==> config.mk <==
export PLATFORM = sky130hd
export DESIGN_NAME = utf8_stream_decoder
export DESIGN_NICKNAME = d
export VERILOG_FILES = /design/src/rtl/utf8_stream_decoder.sv
export SDC_FILE = /design/constraint.sdc
export NUM_CORES = 1
export LEC_CHECK = 0
export CORE_ASPECT_RATIO = 2
export CORE_MARGIN = 2
export CORE_UTILIZATION = 59
export DETAILED_ROUTE_END_ITERATION = 7
export PLACE_DENSITY = 0.93
export SYNTH_ARGS = -nofsm -noshare
export SYNTH_HDL_FRONTEND = slang
export SYNTH_SLANG_ARGS = --single-unit
==> constraint.sdc <==
create_clock -name clk -period 6.5 [get_ports clk]
set_input_delay 1.3 -clock clk [delete_from_list [all_inputs] [get_ports clk]]
set_output_delay 1.3 -clock clk [all_outputs]
set_load 0.01 [all_outputs]
==> src/rtl/utf8_stream_decoder.sv <==
`default_nettype none
// +----------------------------------------------------------------------------+
// | utf8_stream_decoder: valid/ready UTF-8 byte stream to code-point decoder.  |
// | Rev 1.0                                                                    |
// +----------------------------------------------------------------------------+
module utf8_stream_decoder #(
    parameter int MAX_LEN     = 4,
    parameter bit CHK_RANGE   = 1'b1,
    parameter bit REJECT_SURR = 1'b1,
    parameter bit REPLACE     = 1'b1,
    parameter int CNT_W       = 16
) (
    input  logic             clk,
    input  logic             rst,
    input  logic             in_valid,
    output logic             in_ready,
    input  logic [7:0]       in_data,
    input  logic             in_last,
    output logic             out_valid,
    input  logic             out_ready,
    output logic [31:0]      out_char,
    output logic [2:0]       out_err,
    output logic             out_last,
    output logic [CNT_W-1:0] err_count
);

    localparam logic [1:0] S_IDLE    = 2'd0;
    localparam logic [1:0] S_COLLECT = 2'd1;
    localparam logic [1:0] S_HOLD    = 2'd2;
    localparam logic [1:0] S_FLUSH   = 2'd3;

    localparam logic [2:0] E_OK       = 3'd0;
    localparam logic [2:0] E_INVALID  = 3'd1;
    localparam logic [2:0] E_OVERLONG = 3'd2;
    localparam logic [2:0] E_TRUNC    = 3'd3;
    localparam logic [2:0] E_NONUNI   = 3'd4;
    localparam logic [2:0] E_SURR     = 3'd5;

    localparam logic [31:0] c_repl_char = 32'h0000_FFFD;
    localparam bit          c_long_ok   = (MAX_LEN == 6);

    logic [1:0]       r_state, w_state_nxt;
    logic [2:0]       r_rem, w_rem_nxt;
    logic [2:0]       r_len, w_len_nxt;
    logic [31:0]      r_acc, w_acc_nxt;
    logic [7:0]       r_lead, w_lead_nxt;
    logic [7:0]       r_hold_byte, w_hold_byte_nxt;
    logic             r_hold_last, w_hold_last_nxt;

    logic             r_out_valid;
    logic [31:0]      r_out_char;
    logic [2:0]       r_out_err;
    logic             r_out_last;
    logic [CNT_W-1:0] r_err_count;

    logic             w_out_free;
    logic             w_in_fire;
    logic [7:0]       w_byte;
    logic             w_blast;
    logic             w_fresh;
    logic             w_coll;
    logic             w_is_cont;
    logic             w_last_cont;
    logic [31:0]      w_acc_cont;
    logic [2:0]       w_lead_len;
    logic [31:0]      w_lead_pay;
    logic [31:0]      w_min;
    logic [2:0]       w_class;

    logic             w_load;
    logic [31:0]      w_load_raw;
    logic [2:0]       w_load_err;
    logic             w_load_last;

    assign w_out_free  = ~r_out_valid | out_ready;
    assign in_ready    = ((r_state == S_IDLE) | (r_state == S_COLLECT)) & w_out_free;
    assign w_in_fire   = in_valid & in_ready;

    // HOLD replays the latched byte through the same path as a fresh IDLE byte
    assign w_byte      = (r_state == S_HOLD) ? r_hold_byte : in_data;
    assign w_blast     = (r_state == S_HOLD) ? r_hold_last : in_last;
    assign w_fresh     = ((r_state == S_IDLE) & w_in_fire) | ((r_state == S_HOLD) & w_out_free);
    assign w_coll      = (r_state == S_COLLECT) & w_in_fire;
    assign w_is_cont   = (w_byte[7:6] == 2'b10);
    assign w_last_cont = (r_rem == 3'd1);
    assign w_acc_cont  = (r_acc << 6) | {26'd0, w_byte[5:0]};

    always_comb begin
        w_lead_len = 3'd0;
        w_lead_pay = 32'd0;
        if (w_byte[7:5] == 3'b110) begin
            w_lead_len = 3'd2;
            w_lead_pay = {27'd0, w_byte[4:0]};
        end else if (w_byte[7:4] == 4'b1110) begin
            w_lead_len = 3'd3;
            w_lead_pay = {28'd0, w_byte[3:0]};
        end else if (w_byte[7:3] == 5'b11110) begin
            w_lead_len = 3'd4;
            w_lead_pay = {29'd0, w_byte[2:0]};
        end else if (c_long_ok && (w_byte[7:2] == 6'b111110)) begin
            w_lead_len = 3'd5;
            w_lead_pay = {30'd0, w_byte[1:0]};
        end else if (c_long_ok && (w_byte[7:1] == 7'b1111110)) begin
            w_lead_len = 3'd6;
            w_lead_pay = {31'd0, w_byte[0]};
        end
    end

    always_comb begin
        case (r_len)
            3'd2:    w_min = 32'h0000_0080;
            3'd3:    w_min = 32'h0000_0800;
            3'd4:    w_min = 32'h0001_0000;
            3'd5:    w_min = 32'h0020_0000;
            default: w_min = 32'h0400_0000;
        endcase
        if (w_acc_cont < w_min) begin
            w_class = E_OVERLONG;
        end else if (CHK_RANGE && (w_acc_cont > 32'h0010_FFFF)) begin
            w_class = E_NONUNI;
        end else if (REJECT_SURR && (w_acc_cont >= 32'h0000_D800) && (w_acc_cont <= 32'h0000_DFFF)) begin
            w_class = E_SURR;
        end else begin
            w_class = E_OK;
        end
    end

    // State register and output register
    always_ff @(posedge clk) begin
        if (rst) begin
            r_state     <= S_IDLE;
            r_rem       <= 3'd0;
            r_len       <= 3'd0;
            r_acc       <= 32'd0;
            r_lead      <= 8'd0;
            r_hold_byte <= 8'd0;
            r_hold_last <= 1'b0;
            r_out_valid <= 1'b0;
            r_out_char  <= 32'd0;
            r_out_err   <= E_OK;
            r_out_last  <= 1'b0;
            r_err_count <= '0;
        end else begin
            r_state     <= w_state_nxt;
            r_rem       <= w_rem_nxt;
            r_len       <= w_len_nxt;
            r_acc       <= w_acc_nxt;
            r_lead      <= w_lead_nxt;
            r_hold_byte <= w_hold_byte_nxt;
            r_hold_last <= w_hold_last_nxt;
            if (w_load) begin
                r_out_valid <= 1'b1;
                r_out_char  <= (REPLACE && (w_load_err != E_OK)) ? c_repl_char : w_load_raw;
                r_out_err   <= w_load_err;
                r_out_last  <= w_load_last;
            end else if (out_ready) begin
                r_out_valid <= 1'b0;
            end
            if (r_out_valid && out_ready && (r_out_err != E_OK) && !(&r_err_count)) begin
                r_err_count <= r_err_count + 1'b1;
            end
        end
    end

    // Next-state logic
    always_comb begin
        w_state_nxt     = r_state;
        w_rem_nxt       = r_rem;
        w_len_nxt       = r_len;
        w_acc_nxt       = r_acc;
        w_lead_nxt      = r_lead;
        w_hold_byte_nxt = r_hold_byte;
        w_hold_last_nxt = r_hold_last;
        if (w_fresh) begin
            w_state_nxt = S_IDLE;
            if (w_lead_len != 3'd0) begin
                w_lead_nxt  = w_byte;
                w_len_nxt   = w_lead_len;
                w_rem_nxt   = w_lead_len - 3'd1;
                w_acc_nxt   = w_lead_pay;
                w_state_nxt = w_blast ? S_FLUSH : S_COLLECT;
            end
        end else if (w_coll) begin
            if (!w_is_cont) begin
                w_hold_byte_nxt = in_data;
                w_hold_last_nxt = in_last;
                w_state_nxt     = S_HOLD;
            end else begin
                w_acc_nxt = w_acc_cont;
                w_rem_nxt = r_rem - 3'd1;
                if (w_last_cont) begin
                    w_state_nxt = S_IDLE;
                end else if (in_last) begin
                    w_state_nxt = S_FLUSH;
                end
            end
        end else if ((r_state == S_FLUSH) && w_out_free) begin
            w_state_nxt = S_IDLE;
        end
    end

    // Output-register load selection
    always_comb begin
        w_load      = 1'b0;
        w_load_raw  = 32'd0;
        w_load_err  = E_OK;
        w_load_last = 1'b0;
        if (w_fresh) begin
            if (!w_byte[7]) begin
                w_load      = 1'b1;
                w_load_raw  = {24'd0, w_byte};
                w_load_last = w_blast;
            end else if (w_lead_len == 3'd0) begin
                w_load      = 1'b1;
                w_load_raw  = {{24{w_byte[7]}}, w_byte};
                w_load_err  = E_INVALID;
                w_load_last = w_blast;
            end
        end else if (w_coll) begin
            if (!w_is_cont) begin
                w_load     = 1'b1;
                w_load_raw = {{24{r_lead[7]}}, r_lead};
                w_load_err = E_TRUNC;
            end else if (w_last_cont) begin
                w_load      = 1'b1;
                w_load_raw  = w_acc_cont;
                w_load_err  = w_class;
                w_load_last = in_last;
            end
        end else if ((r_state == S_FLUSH) && w_out_free) begin
            w_load      = 1'b1;
            w_load_raw  = {{24{r_lead[7]}}, r_lead};
            w_load_err  = E_TRUNC;
            w_load_last = 1'b1;
        end
    end

    assign out_valid = r_out_valid;
    assign out_char  = r_out_char;
    assign out_err   = r_out_err;
    assign out_last  = r_out_last;
    assign err_count = r_err_count;

endmodule
`default_nettype wire

# Word level (Yosys, flattened, before mapping)
# Cells that the tools add are included.
[op_classes]
n_reduce_logical = 20
bitwise = 12
n_addsub = 3
n_mux = 58
n_lt_le_gt_ge = 4
eq_ne = 14
[ops]
columns = ["op", "count"]
rows = [
  ["2-to-1 mux 32 bit", 8],
  ["case mux 27 bit (4 select lines)", 1],
  ["2-to-1 mux 26 bit", 4],
  ["2-to-1 mux 3 bit", 15],
  ["greater-or-equal comparator 32 x 16 -> 1 bit, second input constant", 1],
  ["> comparator 32 x 21 -> 1 bit, second input constant", 1],
  ["less-or-equal comparator 32 x 16 -> 1 bit, second input constant", 1],
  ["less-than comparator 32 x 27 -> 1 bit", 1],
  ["bitwise OR 32 x 6 -> 32 bit", 1],
  ["2-to-1 mux 1 bit", 18],
  ["2-to-1 mux 2 bit", 9],
  ["adder 16 x 1 -> 16 bit, second input constant", 1],
  ["AND reduction 16 bit", 1],
  ["nonzero test 3 bit", 4],
  ["== test 3 bit, second input constant", 3],
  ["2-to-1 mux 8 bit", 1],
  ["== test 2 bit, second input constant", 3],
  ["== test 3 x 2 -> 1 bit, second input constant", 2],
  ["AND reduction 3 bit", 2],
  ["nonzero test 2 bit", 3],
  ["subtractor 3 x 1 -> 3 bit, second input constant", 2],
  ["AND 1 bit", 5],
  ["== test 5 bit, second input constant", 1],
  ["logical AND 1 bit", 5],
  ["other kinds (13)", 18],
]
[word_totals]
regBits = 104

# Depth between registers and ports, before layout
# Gate-level depths: netlist of the first run.
[depth]
depth_word = 14
ltp_mapped = 10
depth_no_buf = 9

# Worst setup path before layout of the first run
# OpenSTA, ideal clock, no wires.
[synth_path]
kind = "input to register"
from = "input out_ready"
to = "register r_out_char[10], in the netlist out_char[10]"
n_path_buf = 1
t_arrival_ps = 2916
path_stages = 7
setup_ps = 158
setup_slack_ps = 3426
cell_sequence = "nor2b_1 > nor3_1 > o211ai_1 > and3_1 > a211oi_2 > buf_2 > a311oi_1"
[synth_between]
elab_chain_len = 8
word_cells_on_any_way = 19
[synth_rtl]
columns = ["element", "line", "rtl"]
rows = [
  ["start: declaration", "20", "input logic out_ready,"],
  ["bitwise OR 1 bit (*)", "75", "assign w_out_free = ~r_out_valid | out_ready;"],
  ["AND 1 bit", "76", "assign in_ready = ((r_state == S_IDLE) | (r_state == S_COLLECT)) & w_out_free;"],
  ["AND 1 bit", "77", "assign w_in_fire = in_valid & in_ready;"],
  ["AND 1 bit (on tied branches)", "83, 82", ""],
  ["2-to-1 mux 3 bit or bitwise OR 1 bit (tied branches)", "219, 82", ""],
  ["2-to-1 mux 3 bit", "208", "if (w_fresh) begin"],
  ["nonzero test 3 bit", "153", "r_out_char <= (REPLACE && (w_load_err != E_OK)) ? c_repl_char : w_load_raw;"],
  ["2-to-1 mux 32 bit", "153", ""],
  ["end signal: assignment", "153", ""],
  ["end: declaration", "51", "logic [31:0] r_out_char;"],
]
# Mark *: on every way between the ends. The rest lies on a longest branch, timed or not.
# A chain may end at the register's enable or synchronous reset.

# Final worst setup path of the first run
[layout_path]
from = "input out_ready"
to = "output in_ready"
[layout_between]
elab_chain_len = 2
[layout_rtl]
columns = ["element", "line", "rtl"]
rows = [
  ["bitwise OR 1 bit", "75", ""],
  ["AND 1 bit", "76", ""],
  ["end: declaration", "16", "output logic in_ready,"],
]
# Every way passes these cells.

==> results of run 1 <==
==> final cells by class <==
type                            instances  area, um^2  area share [%]
Clock buffer                           10         239            4.14
Clock inverter                          5        81.3            1.41
Inverter                               10        37.5           0.649
Multi-Input combinational cell        420        2500            43.3
Sequential cell                       104        2080            36.0
Tap cell                               96         120            2.08
Timing Repair Buffer                   74         716            12.4
==> layer usage <==
| metal | GRT usage, % | vias to the layer above | part of all wire, % |
|---|---|---|---|
| met3 | 6.25 | 68 | 5.0 |
| met5 | 0 | - | 0 |
| met2 | 58.1 | 224 | 53 |
| li1 | - | 2171 | - |
| met1 | 32.9 | 2214 | 35 |
| met4 | 22.4 | 0 | 6.7 |
==> where the power goes <==
group | internal [mW] | switching [mW] | total [mW]
Clock | 0.346 | 0.236 | 0.582
Sequential | 0.662 | 0.0222 | 0.684
Combinational | 0.0819 | 0.119 | 0.201
==> cell usage in the layout, fill, tap and decap left out, types with 3 or more instances in the layout <==
cell,Yosys,routed
clkdlybuf4s50_1,0,65
a41o_1,3,3
a31oi_1,3,3
ha_1,7,7
xor2_1,5,5
nand3_1,36,36
a211oi_1,10,10
mux2i_1,11,11
xnor2_1,11,11
nor4_1,3,3
a21o_1,11,11
nor3_1,9,9
a2bb2oi_1,4,4
nand2_1,66,66
nor2_1,67,67
nor2b_1,7,7
and3_1,13,13
clkbuf_16,0,9
nand3b_1,3,3
dfxtp_1,104,104
nand4_1,5,5
buf_4,1,8
inv_1,10,10
a32o_1,6,6
or4_1,7,7
nand2b_1,3,3
a21oi_1,58,58
or3_1,6,6
o21ai_0,11,11
a311oi_1,15,15
==> how the worst min path moves through the flow <==
| stage | endpoint |
|---|---|
| after CTS | r_hold_byte[2]$_SDFFE_PP0P_ |
| after floorplan | r_hold_byte[0]$_SDFFE_PP0P_ |
| final | r_hold_byte[2]$_SDFFE_PP0P_ |
| after global routing | out_char[17]$_SDFFE_PP0P_ |
| after detailed placement | r_hold_byte[2]$_SDFFE_PP0P_ |
| after global placement | r_hold_byte[1]$_SDFFE_PP0P_ |
==> Yosys cell counts, types with 5 or more instances <==
cell      instances  area share [%]
xor2_1            5            0.92
nand2_1          66             5.2
nand4_1           5            0.66
ha_1              7             1.8
nor2_1           67             5.3
a211oi_1         10             1.6
clkbuf_1         28             2.2
nand3_1          36             3.8
dfxtp_1         104              44
a21o_1           11             1.7
or4_1             7             1.1
or3_1             6            0.79
a311oi_1         15             2.8
inv_1            10            0.79
nor2b_1           7            0.92
o21ai_0          11             1.2
xnor2_1          11             2.0
and3_1           13             1.7
mux2i_1          11             2.3
nor3_1            9            0.95
a32o_1            6             1.3
a21oi_1          58             6.1
==> logic make-up (layout without fill, tap and decap cells) <==
family	after synthesis	after routing	synth area share (%)
buf+inv	45	99	3.74
fa+ha+maj	7	7	1.84
compound gates	145	145	20.7
simple gates	240	240	24.4
xor+xnor	16	16	2.95
flops	104	104	43.8
mux	12	12	2.55
==> worst max-delay path, cell delays in order <==
cell             delay (ns)
clkdlybuf4s50_1        0.44
nor2b_1                0.38
nor2_1                 0.07
clkdlybuf4s50_1        0.51
==> flip-flops by register name (all words and copies together) (netlist names) <==
register / flops
r_acc: 26
out_last: 1
r_hold_byte: 8
r_state: 2
r_lead: 8
r_rem: 3
err_count: 16
r_hold_last: 1
r_len: 3
out_err: 3
out_char: 32
out_valid: 1
==> summary.md, run 1 <==
| Metric | Value |
|---|---|
| Mapped Area | 0.00476 mm^2 |
| Chip height | 131 um |
| Setup crit end kind | primary output |
| Clock Path Buffers | 2 |
| H-tree depth | 3 |
| Worst hold path depth | 2 |
| Synth-to-Final Area Change | 21.5% |
| Crit start category | input pin |
| GP Congestion | 0.952 |
| Sequential area share after synthesis | 43.8% |
| EDFF count, synth | 0 |
| Vias in the first global route | 4,391 |
| Async SR Flop Fraction | 0% |
| Clk pin slew, worst setup/hold paths | 0.06 ns |
| R2R cell count | 6 |
| Placed cells | 704 |
| Worst hold path type | reg2reg |
| Syn. warnings | 0 |
| Final setup margin | 2.50 ns |
| Worst-margin pin slew | 1.10 ns |
| Root Driver | clkbuf_16 |
| Buffers on Ports | 66 |
| Status | finished clean |
| Via count | 4,677 |
| Pre-Repair DR Iteration Count | 5 |
| Crit Path Max Fanout | 6 |
| Crit Reg-Reg Startpoint | r_state[0]$_SDFFE_PP0P_ |
| Overall global routing resource usage | 32.6% |
| Pwr Density | 254 mW/mm^2 |
| Tot Pwr | 1.47 mW |
| CTS sink cnt | 104 |
| Worst vdd rail ir drop | 0.176 mV |
| Slew Limit Fails | 0 |
| Slew headroom | 26.5% |
| Worst clock skew | 0.00746 ns |
| CP Class | in2out |
| Avg Synthesized Cell Area | 8.36 um^2 |
| CP required | 5.20 ns |
| PostCTS Resize Cnt | 0 |
| Final setup violation count | 0 |
| Fin Setup TNS | 0 ns |
| Post-DP HPWL | 10,000 um |
| Share of cells above drive strength 1 | 5.14% |
| Mapped Nets | 589 |
| Inserted Diodes | 0 |
| Hold_buf cts | 0 |
| CP startpoint | out_ready |
| Worst EP arrival | 2.70 ns |
| First-pass GRT wire length | 21,400 um |
| RSZ-0062 raised after global routing | false |
| Slack of the worst reg-to-reg path | 3.00 ns |
| Fin Hold WS | 0.456 ns |
| Layout Cells excl Fill | 719 |
| Reported max-cap violation count | 0 |
| Largest net degree at the start of global routing | 91 |
| Final hold vios | 0 |
| Hold Crit Start | r_hold_byte[2]$_SDFFE_PP0P_ |
| Avg WL per Cell | 19.4 um |
| Final Cell Area | 0.00578 mm^2 |
| CTS tree | built |
| Die area | 0.00884 mm^2 |
| Ports | 67 |
| Grt total ovfl | 0 |
| Clk_lat worst skew | 0.35 ns |
| Crit path time final | 4.00 ns |
| CP endpoint | in_ready |
| Die Width | 67.5 um |
| Layout Utilization | 73.3% |
| R2r endpoint | out_char[1]$_SDFFE_PP0P_ |
| DP Area | 0.00546 mm^2 |
| Final nets | 639 |
| FILL cells | 588 |
| Achievable Freq | 250 MHz |
| Ys flop type | dfxtp_1 |
| Total wire length | 14,000 um |
| CTS buffer count | 9 |
| Final ANT Viol Nets | 0 |
| Leak Pwr | 2.12 nW |
| Cells after Synth | 569 |
| FF+latch count, synth | 104 |
| Row cnt | 46 |
| DRT iter0 DRCs | 448 |
| Setup Fix Bufs, Post-CTS | 0 |
| Synth unique cells | 62 |
| Period utilisation layout | 61.5% |
| Detailed-route DRC error count | 0 |
| Vias per inst | 6.50 |
| Starting density of the core | 60.3% |
| Area of the core | 0.00789 mm^2 |
| Worst slack, placed | 2.51 ns |
| Initial antenna violation count | 0 |
No activity file was read; power rests on OpenSTA's default activity.
==> run 2: changes to the inputs <==
--- a/config.mk
+++ b/config.mk
@@ -7,9 +7,9 @@
 export LEC_CHECK = 0
 export CORE_ASPECT_RATIO = 2
 export CORE_MARGIN = 2
-export CORE_UTILIZATION = 59
+export CORE_UTILIZATION = 54
 export DETAILED_ROUTE_END_ITERATION = 7
-export PLACE_DENSITY = 0.93
+export PLACE_DENSITY = 0.87
 export SYNTH_ARGS = -nofsm -noshare
 export SYNTH_HDL_FRONTEND = slang
 export SYNTH_SLANG_ARGS = --single-unit
==> constraint.sdc (replaced) <==
create_clock -name clk -period 4.2 [get_ports clk]
set_input_delay 0.84 -clock clk [delete_from_list [all_inputs] [get_ports clk]]
set_output_delay 0.84 -clock clk [all_outputs]
set_load 0.01 [all_outputs]
==> run 2 against run 1 <==
Against the previous run:
- power increased by 52%
- combinational power rose by 59%
- non-clock buffer count rose by 4
- sequential cell count did not move
- cell count rose by 1.3%
- hold slack gained 0.0010 ns
- wire length is 0.67% lower
- critical path depth is 5 higher
- clock skew increased by 0.0043 ns
==> summary.md, run 2 (synthesized netlist as in run 1, its figures left out) <==
| Metric | Value |
|---|---|
| Final nets | 643 |
| Tot Pwr | 2.22 mW |
| Slack of the worst reg-to-reg path | 1.01 ns |
| Post-DP HPWL | 9820 um |
| Sw Share | 29.0% |
| Sequential share of power | 47.4% |
| Largest net degree at the start of global routing | 90 |
| Final setup margin | 1.01 ns |
| Period utilisation layout | 75.8% |
| Chip height | 137 um |
| Final Cell Area | 0.00581 mm^2 |
| Final ANT Viol Nets | 0 |
| Setup Fix Bufs, Post-CTS | 0 |
| Hold Crit Start | r_hold_byte[1]$_SDFFE_PP0P_ |
| GP Congestion | 0.978 |
| R2r endpoint | out_char[11]$_SDFFE_PP0P_ |
| Layout Utilization | 67.7% |
| Leak Pwr | 2.13 nW |
| Worst hold path depth | 2 |
| Vias per inst | 6.36 |
| CTS sink cnt | 104 |
| Detailed-route DRC error count | 0 |
| Worst clock skew | 0.0117 ns |
| Die Width | 70.4 um |
| Worst slack, placed | 0.549 ns |
| Clock Path Buffers | 2 |
| Final setup violation count | 0 |
| Worst EP arrival | 3.37 ns |
| Clk_lat worst skew | 0.36 ns |
| Crit Path Max Fanout | 21 |
| CP Class | reg2reg |
| Inserted Diodes | 0 |
| Reported max-cap violation count | 0 |
| Logic pwr share | 14.4% |
| Most frequent cells in the layout | dfxtp_1, nor2_1, nand2_1 |
| Final hold vios | 0 |
| Die area | 0.00962 mm^2 |
| Fin Hold WS | 0.457 ns |
| Slew Limit Fails | 0 |
| First-pass GRT wire length | 22,100 um |
| Via count | 4,633 |
| Crit start category | register |
| Layout Cells excl Fill | 728 |
| Buffers on Ports | 66 |
| Max FFs per register | 32 |
| FILL cells | 739 |
| CP required | 4.38 ns |
| Synth-to-Final Area Change | 22.2% |
| R2R cell count | 9 |
| Root Driver | clkbuf_16 |
| Clock network fraction of total power | 38.2% |
| Setup crit end kind | register |
| DRT iter0 DRCs | 416 |
| Grt total ovfl | 0 |
| Pwr Density | 383 mW/mm^2 |
| Achievable Freq | 314 MHz |
| Hold_buf cts | 0 |
| Pre-Repair DR Iteration Count | 6 |
| Crit Reg-Reg Startpoint | r_len[2]$_SDFFE_PP0P_ |
| PostCTS Resize Cnt | 0 |
| Ports | 67 |
| Worst-margin pin slew | 1.04 ns |
| Hold Path Sink | r_hold_byte[1]$_SDFFE_PP0P_ |
| Share of cells above drive strength 1 | 5.89% |
| Initial antenna violation count | 0 |
| Crit path time final | 3.19 ns |
| Row cnt | 48 |
| Worst vdd rail ir drop | 0.308 mV |
| Sw Pwr | 0.644 mW |
| Total wire length | 13,900 um |
| Starting density of the core | 55.4% |
| Placed cells | 712 |
| H-tree depth | 3 |
| Overall global routing resource usage | 29.3% |
| CTS tree | built |
| Fin Setup TNS | 0 ns |
| DP Area | 0.00549 mm^2 |
| Cell-internal power | 1.58 mW |
| Status | finished clean |
| Commonest non-fill, non-tap cell in the layout | dfxtp_1 |
| RSZ-0062 raised after global routing | false |
| Clk pin slew, worst setup/hold paths | 0.08 ns |
| Worst hold path type | reg2reg |
| Slew headroom | 29.9% |
| Avg WL per Cell | 19.0 um |
| Area of the core | 0.00859 mm^2 |
| CTS buffer count | 9 |
| Vias in the first global route | 4,541 |
-- run 2: layout make-up --
cell class	instances	area, um^2	area share (%)
inverters	10	37.5	0.646
multi-input cells	420	2510	43.2
repair buffers	78	746	12.8
well taps	100	125	2.15
clock buffers	9	225	3.88
clock inverters	7	85.1	1.46
flip-flops and latches	104	2080	35.8
-- run 2: routing by layer --
layer | up-vias | share of wire (%) | GRT usage [%]
li1 | 2175 | - | -
met1 | 2176 | 35 | 29.4
met2 | 209 | 53 | 52.5
met3 | 73 | 5.3 | 5.30
met4 | 0 | 7.2 | 22.4
met5 | - | 0 | 0
-- run 2: worst max path at each step --
stage | from | end
CTS | r_len[2]$_SDFFE_PP0P_ | out_char[11]$_SDFFE_PP0P_
floorplan | out_ready | out_char[10]$_SDFFE_PP0P_
global route | r_len[2]$_SDFFE_PP0P_ | out_char[6]$_SDFFE_PP0P_
detailed placement | out_ready | out_char[11]$_SDFFE_PP0P_
global placement | out_ready | out_char[3]$_SDFFE_PP0P_
finish | r_len[2]$_SDFFE_PP0P_ | out_char[11]$_SDFFE_PP0P_
-- run 2: power groups by stage --
| stage | Combinational [mW] | Sequential [mW] | Clock [mW] |
|---|---|---|---|
| after floorplan | 0.178 | 1.08 | 0 |
| after global placement | 0.303 | 1.08 | 0 |
| after detailed placement | 0.311 | 1.08 | 0 |
| after CTS | 0.314 | 1.05 | 0.857 |
| after global routing | 0.346 | 1.06 | 0.895 |
| final | 0.320 | 1.05 | 0.849 |
-- run 2: worst max-delay path, cell delays in order, from the launching register on --
cell and delay [ns]:
dfxtp_1 0.38, inv_1 0.09, or3_1 0.37, ha_1 0.28
nand3_1 0.05, or4_1 0.40, a22o_1 0.28, and2_4 0.17
a211oi_4 0.77, a311oi_1 0.21
